$ cat config.mk
export PLATFORM = sky130hd
export DESIGN_NAME = sr_pulse_driver
export DESIGN_NICKNAME = d
export VERILOG_FILES = /design/src/rtl/sr_pulse_driver.sv
export SDC_FILE = /design/constraint.sdc
export NUM_CORES = 1
export LEC_CHECK = 0
export CAP_MARGIN = 10
export CORE_UTILIZATION = 47
export DETAILED_ROUTE_END_ITERATION = 8
export GPL_ROUTABILITY_DRIVEN = 0
export GPL_TIMING_DRIVEN = 0
export PLACE_DENSITY = 0.84
export SLEW_MARGIN = 20
export SYNTH_ARGS = -nofsm -noshare
export SYNTH_HDL_FRONTEND = slang
export SYNTH_SLANG_ARGS = --single-unit
$ cat constraint.sdc
create_clock -name clk -period 2.4 [get_ports clk]
set_clock_uncertainty 0.05 [all_clocks]
set_input_delay 0.72 -clock clk [delete_from_list [all_inputs] [get_ports clk]]
set_output_delay 0.72 -clock clk [all_outputs]
set_load 0.01 [all_outputs]
$ cat src/rtl/sr_pulse_driver.sv
// sr_pulse_driver: turns a one-cycle request handshake into a set or reset
// pulse for a downstream SR latch. The pulse is PULSE_W cycles wide and is
// followed by GAP_W dead-time cycles. s and r are never high together.
// Build option SR_PULSE_DRIVER_FB_CHECK_EN: when defined, a CHECK state
// confirms the latch through synchronized q/qbar feedback and can raise err.
// When undefined, the request completes after the dead-time and the feedback
// inputs are ignored.
//
// state | meaning
// IDLE  | waiting for a request, req_ready=1
// PULSE | s or r held high for PULSE_W cycles
// GAP   | s=r=0 dead-time for GAP_W cycles
// CHECK | waiting up to TIMEOUT cycles for matching feedback (option only)
module sr_pulse_driver #(
    parameter int PULSE_W = 4,
    parameter int GAP_W   = 2,
    parameter int TIMEOUT = 16
) (
    input  logic       clk,
    input  logic       rst_n,
    input  logic       req_valid,
    output logic       req_ready,
    input  logic       req_level,
    output logic       s,
    output logic       r,
    input  logic       q_fb,
    input  logic       qbar_fb,
    output logic       busy,
    output logic       done,
    output logic       err,
    output logic [1:0] err_code
);
    localparam int MAX_PG  = (PULSE_W > GAP_W) ? PULSE_W : GAP_W;
    localparam int MAX_ALL = (MAX_PG > TIMEOUT) ? MAX_PG : TIMEOUT;
    localparam int CW      = $clog2(MAX_ALL + 1);
    localparam logic [CW-1:0] PULSE_LAST = CW'(PULSE_W - 1);
    localparam logic [CW-1:0] GAP_LAST   = CW'((GAP_W > 0) ? (GAP_W - 1) : 0);

    typedef enum logic [1:0] {
        IDLE  = 2'd0,
        PULSE = 2'd1,
        GAP   = 2'd2,
        CHECK = 2'd3
    } state_t;

    state_t          state_q;
    logic [CW-1:0]   cnt_q;
    logic [CW-1:0]   cnt_d;
    logic            s_q;
    logic            r_q;
    logic            busy_q;
    logic            done_q;

    assign cnt_d     = cnt_q + CW'(1);
    assign req_ready = (state_q == IDLE);
    assign s         = s_q;
    assign r         = r_q;
    assign busy      = busy_q;
    assign done      = done_q;

`ifdef SR_PULSE_DRIVER_FB_CHECK_EN
    localparam logic [CW-1:0] TO_LAST = CW'(TIMEOUT - 1);

    logic       level_q;
    logic       err_q;
    logic [1:0] err_code_q;
    logic       q_s1_q, q_s2_q;
    logic       qbar_s1_q, qbar_s2_q;
    logic       fb_match;

    assign err      = err_q;
    assign err_code = err_code_q;
    assign fb_match = (q_s2_q == level_q) && (qbar_s2_q == ~level_q);

    // two-flop synchronizer for the asynchronous latch feedback
    always_ff @(posedge clk or negedge rst_n) begin
        if (!rst_n) begin
            q_s1_q    <= 1'b0;
            q_s2_q    <= 1'b0;
            qbar_s1_q <= 1'b0;
            qbar_s2_q <= 1'b0;
        end else begin
            q_s1_q    <= q_fb;
            q_s2_q    <= q_s1_q;
            qbar_s1_q <= qbar_fb;
            qbar_s2_q <= qbar_s1_q;
        end
    end
`else
    logic unused_fb;

    assign unused_fb = q_fb ^ qbar_fb;
    assign err       = 1'b0;
    assign err_code  = 2'b00;
`endif

    // sequencing FSM with registered drive and status outputs
    always_ff @(posedge clk or negedge rst_n) begin
        if (!rst_n) begin
            state_q    <= IDLE;
            cnt_q      <= '0;
            s_q        <= 1'b0;
            r_q        <= 1'b0;
            busy_q     <= 1'b0;
            done_q     <= 1'b0;
`ifdef SR_PULSE_DRIVER_FB_CHECK_EN
            level_q    <= 1'b0;
            err_q      <= 1'b0;
            err_code_q <= 2'b00;
`endif
        end else begin
            done_q <= 1'b0;
`ifdef SR_PULSE_DRIVER_FB_CHECK_EN
            err_q      <= 1'b0;
            err_code_q <= 2'b00;
`endif
            case (state_q)
                IDLE: begin
                    if (req_valid) begin
                        state_q <= PULSE;
                        cnt_q   <= '0;
                        s_q     <= req_level;
                        r_q     <= ~req_level;
                        busy_q  <= 1'b1;
`ifdef SR_PULSE_DRIVER_FB_CHECK_EN
                        level_q <= req_level;
`endif
                    end
                end
                PULSE: begin
                    if (cnt_q == PULSE_LAST) begin
                        cnt_q <= '0;
                        s_q   <= 1'b0;
                        r_q   <= 1'b0;
                        if (GAP_W > 0) begin
                            state_q <= GAP;
                        end else begin
`ifdef SR_PULSE_DRIVER_FB_CHECK_EN
                            state_q <= CHECK;
`else
                            state_q <= IDLE;
                            busy_q  <= 1'b0;
                            done_q  <= 1'b1;
`endif
                        end
                    end else begin
                        cnt_q <= cnt_d;
                    end
                end
                GAP: begin
                    if (cnt_q == GAP_LAST) begin
                        cnt_q <= '0;
`ifdef SR_PULSE_DRIVER_FB_CHECK_EN
                        state_q <= CHECK;
`else
                        state_q <= IDLE;
                        busy_q  <= 1'b0;
                        done_q  <= 1'b1;
`endif
                    end else begin
                        cnt_q <= cnt_d;
                    end
                end
`ifdef SR_PULSE_DRIVER_FB_CHECK_EN
                CHECK: begin
                    if (fb_match) begin
                        state_q <= IDLE;
                        cnt_q   <= '0;
                        busy_q  <= 1'b0;
                        done_q  <= 1'b1;
                    end else if (cnt_q == TO_LAST) begin
                        state_q    <= IDLE;
                        cnt_q      <= '0;
                        busy_q     <= 1'b0;
                        err_q      <= 1'b1;
                        // both rails equal means the latch is invalid, not just wrong
                        err_code_q <= (q_s2_q == qbar_s2_q) ? 2'b10 : 2'b01;
                    end else begin
                        cnt_q <= cnt_d;
                    end
                end
`endif
                default: begin
                    state_q <= IDLE;
                    cnt_q   <= '0;
                    s_q     <= 1'b0;
                    r_q     <= 1'b0;
                    busy_q  <= 1'b0;
                end
            endcase
        end
    end

endmodule

== After elaboration in Yosys (flattened, before gate mapping) ==
Cells that the tools add are included.
Storage, ports and cells
  register bits after elaboration: 11
  input port bits: 6
  output and inout port bits: 8
Operators by class
  add/sub/neg operators: 1
  equal/unequal tests: 7
  mux-type cells: 18
  bitwise operators: 3
  reductions and logical operators: 4
Operator list (number)
  5-bit 2-to-1 mux: 3
  5-bit case mux with 3 select lines: 1
  1-bit case mux with 3 select lines: 3
  3-bit AND reduction: 3
  1-bit 2-to-1 mux: 7
  2-bit 2-to-1 mux: 3
  2-bit inequality test, second input constant: 3
  2-bit case mux with 3 select lines: 1
  5-bit by 1-bit adder with 5-bit output, second input constant: 1
  5-bit by 1-bit == test with 1-bit output, second input constant: 1
  5-bit by 2-bit == test with 1-bit output, second input constant: 1
  1-bit inverter: 3
  2-bit by 1-bit == test with 1-bit output, second input constant: 1
  2-bit == test, second input constant: 1
  2-bit zero test: 1

== Depth between registers and ports, before layout ==
  word-level depth: 3
  depth in mapped cells: 7
  depth with buffers taken out: 6

== Worst setup path before layout ==
OpenSTA, ideal clock, no wires.
  kind: reg-to-reg
  start: reg cnt_q[1]
  end: reg state_q[0]
  library setup time: 128 ps
  arrival: 1608 ps
  required time: 2222 ps
  setup slack: 614 ps
  stages on the path, launching flop included: 6
  path buffers: 0
  clock period less this slack: 1786 ps
  cells stage by stage: dfrtp_1 -> inv_1 -> ha_1 -> or4b_4 -> a211oi_2 -> mux2_1
Between the ends
  word-level cells in the longest chain between the ends: 3
RTL lines
  start: declaration: RTL line 47  | logic [CW-1:0] cnt_q;
  start signal: assignment: RTL line 147  | cnt_q <= cnt_d;
  start signal: assignment: RTL line 161  | cnt_q <= cnt_d;
  5-bit by 1-bit == test with 1-bit output / 5-bit by 2-bit == test with 1-bit output (equally long branches): RTL line 151, 131
  2-bit inequality test (no source line)
  3-bit AND reduction (no source line) *
  end signal: assignment: RTL line 141  | state_q <= IDLE;
  end signal: assignment: RTL line 156  | state_q <= IDLE;
  end signal: assignment: RTL line 184  | state_q <= IDLE;
  end: declaration: RTL line 46  | state_t state_q;
Mark *: on every way between the ends. The rest lies on a longest branch, timed or not.
A chain may end at the register's enable or synchronous reset.

== Final worst setup path ==
  start: reg state_q[0]
  end: out req_ready
Between the ends
  word-level cells in the longest chain between the ends: 1
RTL lines
  start signal: assignment: RTL line 100  | state_q <= IDLE;
  start signal: assignment: RTL line 120  | state_q <= PULSE;
  start signal: assignment: RTL line 136  | state_q <= GAP;
  2-bit zero test: RTL line 55  | assign req_ready = (state_q == IDLE);
  end: declaration: RTL line 22  | output logic req_ready,
No other way between the ends.

==> qor.yml <==
coreArea_sq_um: 1186
cap_violations: 0
seq_area_frac_synth_pct: 42.80
min_period_ns: 2.318
fillers: 93
slowest_delay_ns: 0.53
crit-reg2reg-launch: "cnt_q[0]"
hp-start: "r"
grt_max_degree: 12
crit_slowest_cell: "clkdlybuf4s50_1"
syn_area_sq_um: 643.1
drt-initial-drc-count: 16
grt_usage_pct: 20.27
grt_pass1_vias: 453
placementRows: 12
dieHeight_microns: 38.99
avgSynthCellArea_sq_um: 9.599
dpl.cell_count: 91
numCtsBuffers: 3
cts_buffer_depth: 2
drc_errors: 0
cp_num_buf_inv: 2
drive_gt1_share_pct: 11.11
crit_fanout: 5
crit_arrival_ns: 1.55
period_share_pct: 96.60
status: "completed"
ioPinCount: 14
clkSlewWorstSetupHoldPaths_ns: 0.07
setup_tns_ns: 0
post-dp-hpwl_microns: 893.6
r2r_slack_ns: 0.43
syn2layout_area_growth_pct: 22.37
p_leak_nw: 0.3523
final_antenna_net_count: 0
gr-total-overflow: 0
path_delay_family: "buffers and inverters"
cp.required_ns: 1.63
ys_types: 23
final.setup.worst_slack_ns: 0.08162
place_ws_ns: 0.06968
htree_levels: 1
fin_cells: 95
grt_antenna_before_repair: 0
slew_viol_final: 0
fmax_ghz: 0.4313
die_x_microns: 38.99
hold_viol_final: 0
rsz0062_at_grt: "no"
die_area_sq_um: 1520
cts_tree: "yes"
criticalPathCategory: "reg -> out"
clock-root-buffer: "clkbuf_4"
grt_pass1_wl_microns: 1966
cts_setup_buffers: 0
setup_violations: 0
initial_core_util_pct: 54.22
vias_per_cell: 5.526
vdd_drop_max_uv: 635.6
hold_path.class: "reg -> reg"
startpoint: "state_q[0]"
routed_wirelength_microns: 1221
cts.sinks: 11
drt_first_pass_iters: 4
io_buffers: 8
diodes: 0
avgRoutedWirePerCell_microns: 12.85
vias: 525
layout.nets: 94
postCtsResizedCells: 0
clock_latency_ns: 0.27
netlist_instances: 67
hold_buffers: 0
ys.warnings.count: 0
synth_seq_cells: 11
startpoint_type: "flip-flop"
path_cells: "inv_1 -> ha_4 -> clkdlybuf4s50_1"
powerDensity_nw_per_um2: 1106
cp-end-kind: "primary output"
==> logic make-up after synthesis <==
family	Yosys count	share of synthesized area, %
simple gates	23	19.07
compound gates	12	12.65
buf+inv	11	8.171
flops	11	42.80
fa+ha+maj	6	11.67
mux	3	5.058
other cells	1	0.5831
==> synth_stat cells, drive strengths merged <==
| cell type | count | share of area (%) |
|---|---|---|
| a211oi | 1 | 1.9 |
| a21oi | 4 | 3.1 |
| a2bb2oi | 1 | 1.4 |
| and2 | 1 | 0.97 |
| buf | 3 | 3.5 |
| clkbuf | 1 | 0.58 |
| conb | 1 | 0.58 |
| dfrtp | 11 | 43 |
| ha | 6 | 12 |
| inv | 7 | 4.1 |
| mux2 | 2 | 3.5 |
| mux2i | 1 | 1.6 |
| nand2 | 9 | 5.3 |
| nand2b | 1 | 0.97 |
| nand3 | 4 | 3.1 |
| nor2 | 2 | 1.2 |
| nor2b | 2 | 1.9 |
| nor3 | 1 | 0.78 |
| nor4b | 2 | 2.7 |
| o21ai | 2 | 1.6 |
| o22ai | 2 | 1.9 |
| o311ai | 2 | 2.7 |
| or4b | 1 | 2.1 |
==> routing by layer <==
metal  up-vias  track usage, %  share of wire, %
met5         -               0                 0
li1        255               -                 -
met4         0           10.34               1.2
met2        22           31.67                49
met1       244           24.44                44
met3         4           6.936               5.1
==> worst reg2reg max path: stages (launching register included) <==
cell and delay, ns:
dfrtp_1 0.41, ha_1 0.23, nor4b_1 0.38, nor2b_1 0.14, nor3_1 0.30, mux2_1 0.35
==> stage by stage <==
step / hold slack, ns / area [sq um] / total power, W / utilization (%)
floorplan: 0.3744 / 650.6 / 0.0005716 / -
global placement: 0.4285 / 748.2 / 0.0006914 / 63.08
detailed placement: 0.4320 / 748.2 / 0.0007089 / 63.08
CTS: 0.4526 / 774.5 / 0.0008380 / 65.30
global route: 0.4739 / 787.0 / 0.0009424 / 66.35
finish: 0.4533 / 787.0 / 0.0008705 / 66.35
==> report_power, final <==
group | leakage (nW) | internal [W] | switching, W | total, W
Sequential | 0.146 | 0.000236 | 0.0000330 | 0.000269
Clock | 0.0150 | 0.0000643 | 0.0000629 | 0.000127
Combinational | 0.191 | 0.000227 | 0.000247 | 0.000474
==> final cells by class <==
| class | count | area [sq um] | area share (%) |
|---|---|---|---|
| buffer | 4 | 26.28 | 3.339 |
| clock buffer | 4 | 26.28 | 3.339 |
| inverter | 7 | 26.28 | 3.339 |
| multi-input combinational | 47 | 335.3 | 42.61 |
| sequential | 11 | 275.3 | 34.98 |
| tap | 14 | 17.52 | 2.226 |
| timing repair buffer | 8 | 80.08 | 10.17 |
==> sequential cells by signal, indices dropped and copies added, names as in the netlist <==
name     count
s            1
r            1
busy         1
cnt_q        5
done         1
state_q      2
==> worst paths after layout <==
check | to | depth (start not counted)
max | req_ready | 3
min | r | 1
max reg2reg | r | 5
min reg2reg | r | 1
max in group asynchronous | cnt_q[2] | 1
min in group asynchronous | busy | 1
==> cell usage in the layout, fill, tap and decap left out, drive strengths merged, types with 3 or more instances in the layout <==
cell type | synthesis | routed
dfrtp | 11 | 11
a21oi | 4 | 4
nand3 | 4 | 4
buf | 3 | 3
clkdlybuf4s50 | 0 | 8
clkbuf | 1 | 5
ha | 6 | 6
conb | 1 | 3
nand2 | 9 | 9
inv | 7 | 7
(Power assumes the default switching activity.)
